$ cat src/rtl/mem_responder.sv
// mem_responder: synchronous SRAM-style responder behind active-low strobes.
// A four-state FSM (IDLE, RD, WR1, WR2) decodes CE/OE/WE. A write commits only
// after WE has been low for two consecutive sampled cycles. Reads register the
// addressed word into Data_out on every cycle spent in RD.
// Optional build macro: MEM_RESPONDER_BYTE_EN enables UB/LB byte-lane masking
// for both writes and reads. DATA_W must stay 16 in that build.
// Storage is not reset.
module mem_responder #(
    parameter int ADDR_W = 8,
    parameter int DATA_W = 16
) (
    input  logic              Clk,
    input  logic              Reset_n,
    input  logic              Mem_CE,
    input  logic              Mem_OE,
    input  logic              Mem_WE,
    input  logic              Mem_UB,
    input  logic              Mem_LB,
    input  logic [15:0]       Mem_addr,
    input  logic [DATA_W-1:0] Data_in,
    output logic [DATA_W-1:0] Data_out,
    output logic              Rd_valid,
    output logic              Wr_done,
    output logic              Mem_err
);

    typedef enum logic [1:0] {IDLE, RD, WR1, WR2} state_t;

    localparam int DEPTH = 1 << ADDR_W;

    state_t            state;
    logic [DATA_W-1:0] mem [0:DEPTH-1];

    // Decoded strobes. A write request takes priority over a read request.
    logic              wr_req;
    logic              rd_req;
    logic              conflict;
    logic              commit;
    logic [ADDR_W-1:0] word;
    logic [DATA_W-1:0] rd_data;

    assign wr_req   = ~Mem_CE & ~Mem_WE;
    assign rd_req   = ~Mem_CE & ~Mem_OE & Mem_WE;
    assign conflict = ~Mem_CE & ~Mem_OE & ~Mem_WE;
    // Upper address bits are dropped, so addresses alias modulo DEPTH.
    assign word     = Mem_addr[ADDR_W-1:0];
    // The second consecutive WE-low cycle is the commit edge. Asserting reset
    // forces IDLE asynchronously, so a pending write can never commit.
    assign commit   = (state == WR1) & wr_req;

`ifdef MEM_RESPONDER_BYTE_EN
    logic [1:0] lane_en;
    assign lane_en = {~Mem_UB, ~Mem_LB};

    // Any lane whose enable is inactive reads back as 0x00.
    always_comb begin
        rd_data = mem[word];
        if (!lane_en[1]) rd_data[15:8] = 8'h00;
        if (!lane_en[0]) rd_data[7:0]  = 8'h00;
    end

    // Write only the enabled byte lanes of the addressed word.
    always_ff @(posedge Clk) begin
        if (commit) begin
            for (int b = 0; b < 2; b++) begin
                if (lane_en[b]) mem[word][b*8 +: 8] <= Data_in[b*8 +: 8];
            end
        end
    end
`else
    // UB and LB are ignored. Reads always return the full word.
    assign rd_data = mem[word];

    // Write the full word on the commit edge.
    always_ff @(posedge Clk) begin
        if (commit) mem[word] <= Data_in;
    end
`endif

    // FSM with registered outputs.
    // Rd_valid tracks RD, Wr_done tracks WR2, and Mem_err flags any sampled
    // OE/WE collision.
    always_ff @(posedge Clk or negedge Reset_n) begin
        if (!Reset_n) begin
            state    <= IDLE;
            Data_out <= '0;
            Rd_valid <= 1'b0;
            Wr_done  <= 1'b0;
            Mem_err  <= 1'b0;
        end else begin
            Mem_err  <= conflict;
            Rd_valid <= 1'b0;
            Wr_done  <= 1'b0;
            case (state)
                // IDLE and RD share their exits. RD re-reads on every cycle
                // in which the read strobes stay asserted.
                IDLE, RD: begin
                    if (wr_req) begin
                        state <= WR1;
                    end else if (rd_req) begin
                        state    <= RD;
                        Rd_valid <= 1'b1;
                        Data_out <= rd_data;
                    end else begin
                        state <= IDLE;
                    end
                end
                // WR1 commits (see 'commit') and moves on. It aborts on any
                // other strobe pattern.
                WR1: begin
                    if (wr_req) begin
                        state   <= WR2;
                        Wr_done <= 1'b1;
                    end else begin
                        state <= IDLE;
                    end
                end
                // WR2 holds while WE stays low, but performs no further writes.
                WR2: begin
                    if (wr_req) begin
                        state   <= WR2;
                        Wr_done <= 1'b1;
                    end else begin
                        state <= IDLE;
                    end
                end
                default: state <= IDLE;
            endcase
        end
    end

endmodule

$ cat config.mk
export PLATFORM = sky130hd
export DESIGN_NAME = mem_responder
export DESIGN_NICKNAME = d
export VERILOG_FILES = /design/src/rtl/mem_responder.sv
export SDC_FILE = /design/constraint.sdc
export NUM_CORES = 2
export LEC_CHECK = 0
export BUFFER_PORTS_ARGS = -buffer_cell sky130_fd_sc_hd__buf_4
export CAP_MARGIN = 10
export CORE_ASPECT_RATIO = 0.5
export CORE_MARGIN = 1
export CORE_UTILIZATION = 60
export DETAILED_ROUTE_END_ITERATION = 12
export HOLD_SLACK_MARGIN = 0.02
export MAX_ROUTING_LAYER = met4
export PLACE_DENSITY = 0.76
export SYNTH_ARGS = -nofsm -noshare
export SYNTH_HDL_FRONTEND = slang
export SYNTH_SLANG_ARGS = --single-unit
$ cat constraint.sdc
create_clock -name Clk -period 7.3 [get_ports Clk]
set_clock_uncertainty 0.15 [all_clocks]
set_input_delay 1.46 -clock Clk [delete_from_list [all_inputs] [get_ports Clk]]
set_output_delay 1.46 -clock Clk [all_outputs]
set_load 0.005 [all_outputs]
==> out/summary.txt <==
Status - complete, but fails checks
Failing checks - max-slew violations
Nets - 7601
Drt total wl - 422000 um
Ys Warns - 0
Worst hold path type - in -> async
Port Buffers - 47
Postcts setup bufs - 0
Wire length per cell - 37.2 um
Fin crit period - 5.49 ns
Max transition margin - -7.57%
DR vias - 80600
WP buf/inv - 1
Seq/Total Area, Yosys - 78.4%
Mapped Avg Cell Area - 22.0 sq um
Drt first-iter violations - 14100
# fillers - 15300
Worst setup SP type - primary input
GRT Overall Usage - 32.8%
Worst-Skew Late Latency - 0.91 ns
Pwr Total - 0.0470 W
Max Fclk - 182 MHz
Reg clk slew, reported paths - 0.07 ns
Final worst path period share - 75.2%
Worst path max stage delay - 1.15 ns
Area growth, synth to finish - 10.8%
Async S/R FF share, synth - 0.510%
Die width - 727 um
CTS buffer count - 344
Share of Yosys cell area claimed by the top area cell type - 78.0%
Post-synth top flop - edfxtp_1
Drt drc - 0
Reg area - 0.124 sq mm
Leakage - 54.6 nW
Peak VDD IR - 200 uV
CP Data Required Time - 7.87 ns
Starting Density - 60.6%
Syn Nets - 7218
Dpl hpwl - 243000 um
Clk buf depth - 4
Hold-fix buffer count after cts - 0
Gate Count Post-Synth - 7179
Crit-path max FO - 32
CTS HTree Levels - 5
CP Cell Sequence - buf_4 -> nor2b_4 -> nand2_1 -> o22ai_1 -> a211o_1 -> a2111oi_0 -> nor4_1 -> a21oi_1
Post_cts resized - 0
Antenna-violating nets left - 0
Vias/cell - 7.10
Levels on crit path - 8
Vias in the first global route - 78100
# IOs - 58
Synth unique cells - 66
Fin. Hold Viols - 0
Design Area, Final - 0.175 sq mm
GP Congestion - 0.940
CTS tree - built
Number of synthesized flops with an enable pin - 4096
Delay-heaviest family, CP - simple AND/OR/NAND/NOR gates
Area contributors post-synth - edfxtp_1 78%, mux4_2 13%, mux2i_1 1.7%, nor2_1 0.82%, a22oi_1 0.68%
GRT Residual Overflow - 0
Setup TNS - 0 ns
Yosys top cell by area - edfxtp_1
Drt first pass iters - 8
Slew @ Worst Pin - 1.61 ns
Cell Area, Placed - 0.164 sq mm
DIE AREA - 0.265 sq mm
Core area - 0.260 sq mm
Critical-path top delay cell - nor4_1
Crit path DAT - 6.06 ns
Worst r2r path cells - 6
Initial antenna violation count - 22
Root buffer cell - clkbuf_16
Max-cap violation count - 0
TritonCTS sink count - 4117
PwrDens - 269 mW/mm^2
Die Y-Extent - 364 um
Global-route wire length before repair - 589000 um
Share of layout cells above drive strength 1 - 24.8%
Multi-input gate area - 0.0318 sq mm
Max-slew violations - 51
Critical Path End Type - flip-flop
Synth Register Bits - 4117
Std-Cell Rows - 132
# setup viols final - 0
WS Path Type - in -> reg
Largest net degree at the start of global routing - 167
RSZ-0062 raised after global routing - false
Post-Synthesis Cell Area - 0.158 sq mm
worst paths after layout:
| check | from | end | slack, ns |
|---|---|---|---|
| hold / removal | Reset_n | Data_out[1] | 0.38 |
| max in group asynchronous | Reset_n | Data_out[4] | 6.24 |
| setup reg to reg | state[1] | mem[246][14] | 3.14 |
| hold reg to reg | state[1] | Wr_done | 0.44 |
| min in group Clk | state[1] | Wr_done | 0.44 |
| setup / recovery | Mem_addr[2] | Data_out[7] | 1.81 |
worst register-to-register path, cell delays in order (launching register included):
cell	delay [ns]
dfrtp_1	0.34
and2_1	0.19
nand2b_1	0.31
nor3_1	0.58
nand2_2	0.84
nor2_1	1.04
buf_4	0.38
cells by family after synthesis:
logic type | synth area share (%)
flip-flops | 78.4
multiplexers | 15.1
AND/OR/NAND/NOR | 2.21
AO/OA/AOI/OAI | 2.71
buffers and inverters | 1.59
where the power goes:
part | switching, W | total [W] | internal, W | leakage [nW]
logic | 0.00158 | 0.00232 | 0.000739 | 12.1
clock network | 0.00837 | 0.0186 | 0.0102 | 5.43
registers | 0.0000696 | 0.0261 | 0.0260 | 37.0
registers in the layout, indices dropped and copies added, names as in the netlist:
register / flops
Rd_valid: 1
Data_out: 16
Wr_done: 1
state: 2
Mem_err: 1
mem: 4096
cell usage after synthesis (all sizes together), types with 4 or more instances:
library cell  number
nor2             344
inv                5
edfxtp          4096
and2              15
a41oi              4
nand3            117
o22ai            154
mux2i            275
nor3              22
a221oi            45
a31oi             23
a21oi             66
a22o              15
nor4              11
mux4             933
o21ai             63
nand2            224
nand2b             8
a22oi            143
clkbuf           124
a2111oi            6
mux2               6
o211ai            23
nor2b             12
a211oi            56
dfrtp             21
nand4             40
buf              289
layout by cell type (no fill, tap or decap), types with 9 or more instances in the layout:
cell and n:
diode_2 29, clkinv_2 69, a22o_1 15, a22oi_1 143, nor4_1 11, mux4_2 933, clkbuf_16 356, nand2_1 203
clkbuf_8 17, edfxtp_1 4096, nand2_2 21, bufinv_16 33, o21ai_1 20, o211ai_1 22, nor3_1 20, buf_12 28
a211oi_1 56, nor2_2 18, o22ai_1 154, clkinv_1 63, nand3_1 117, mux2i_1 275, clkinvlp_4 11, dfrtp_1 21
a31oi_1 23, clkbuf_1 67, nand4_1 40, and2_1 12, nor2_1 320, a221oi_1 45, buf_8 9, buf_4 403
o21ai_0 42, a21oi_1 66
stage by stage:
step | instances | hold slack, ns | utilization (%) | worst slack, ns
finish | 11300 | 0.376 | 67.2 | 1.81
global placement | 10700 | 0.362 | 62.9 | 1.26
detailed placement | 10700 | 0.391 | 62.9 | 1.42
CTS | 11300 | 0.346 | 67.2 | 2.36
global route | 11300 | 0.366 | 67.2 | 2.01
floorplan | 7179 | 0.331 | - | 2.95
routing by layer:
metal / global-route usage (%) / wire length [um] / vias to the layer above
li1: - / - / 31100
met5: - / 0 / -
met1: 44.5 / 148000 / 41900
met3: 10.5 / 65200 / 1033
met4: 11.8 / 18100 / 0
met2: 47.4 / 191000 / 6649
layout make-up:
type,count,share of cell area (%)
tap,3484,2.50
timing repair buffer,450,2.22
clock buffer,431,5.31
clock inverter,187,1.03
antenna,29,0.0415
inverter,7,0.0208
multi-input combinational,2642,18.2
sequential,4117,70.7
No activity file was read; power rests on OpenSTA's default activity.
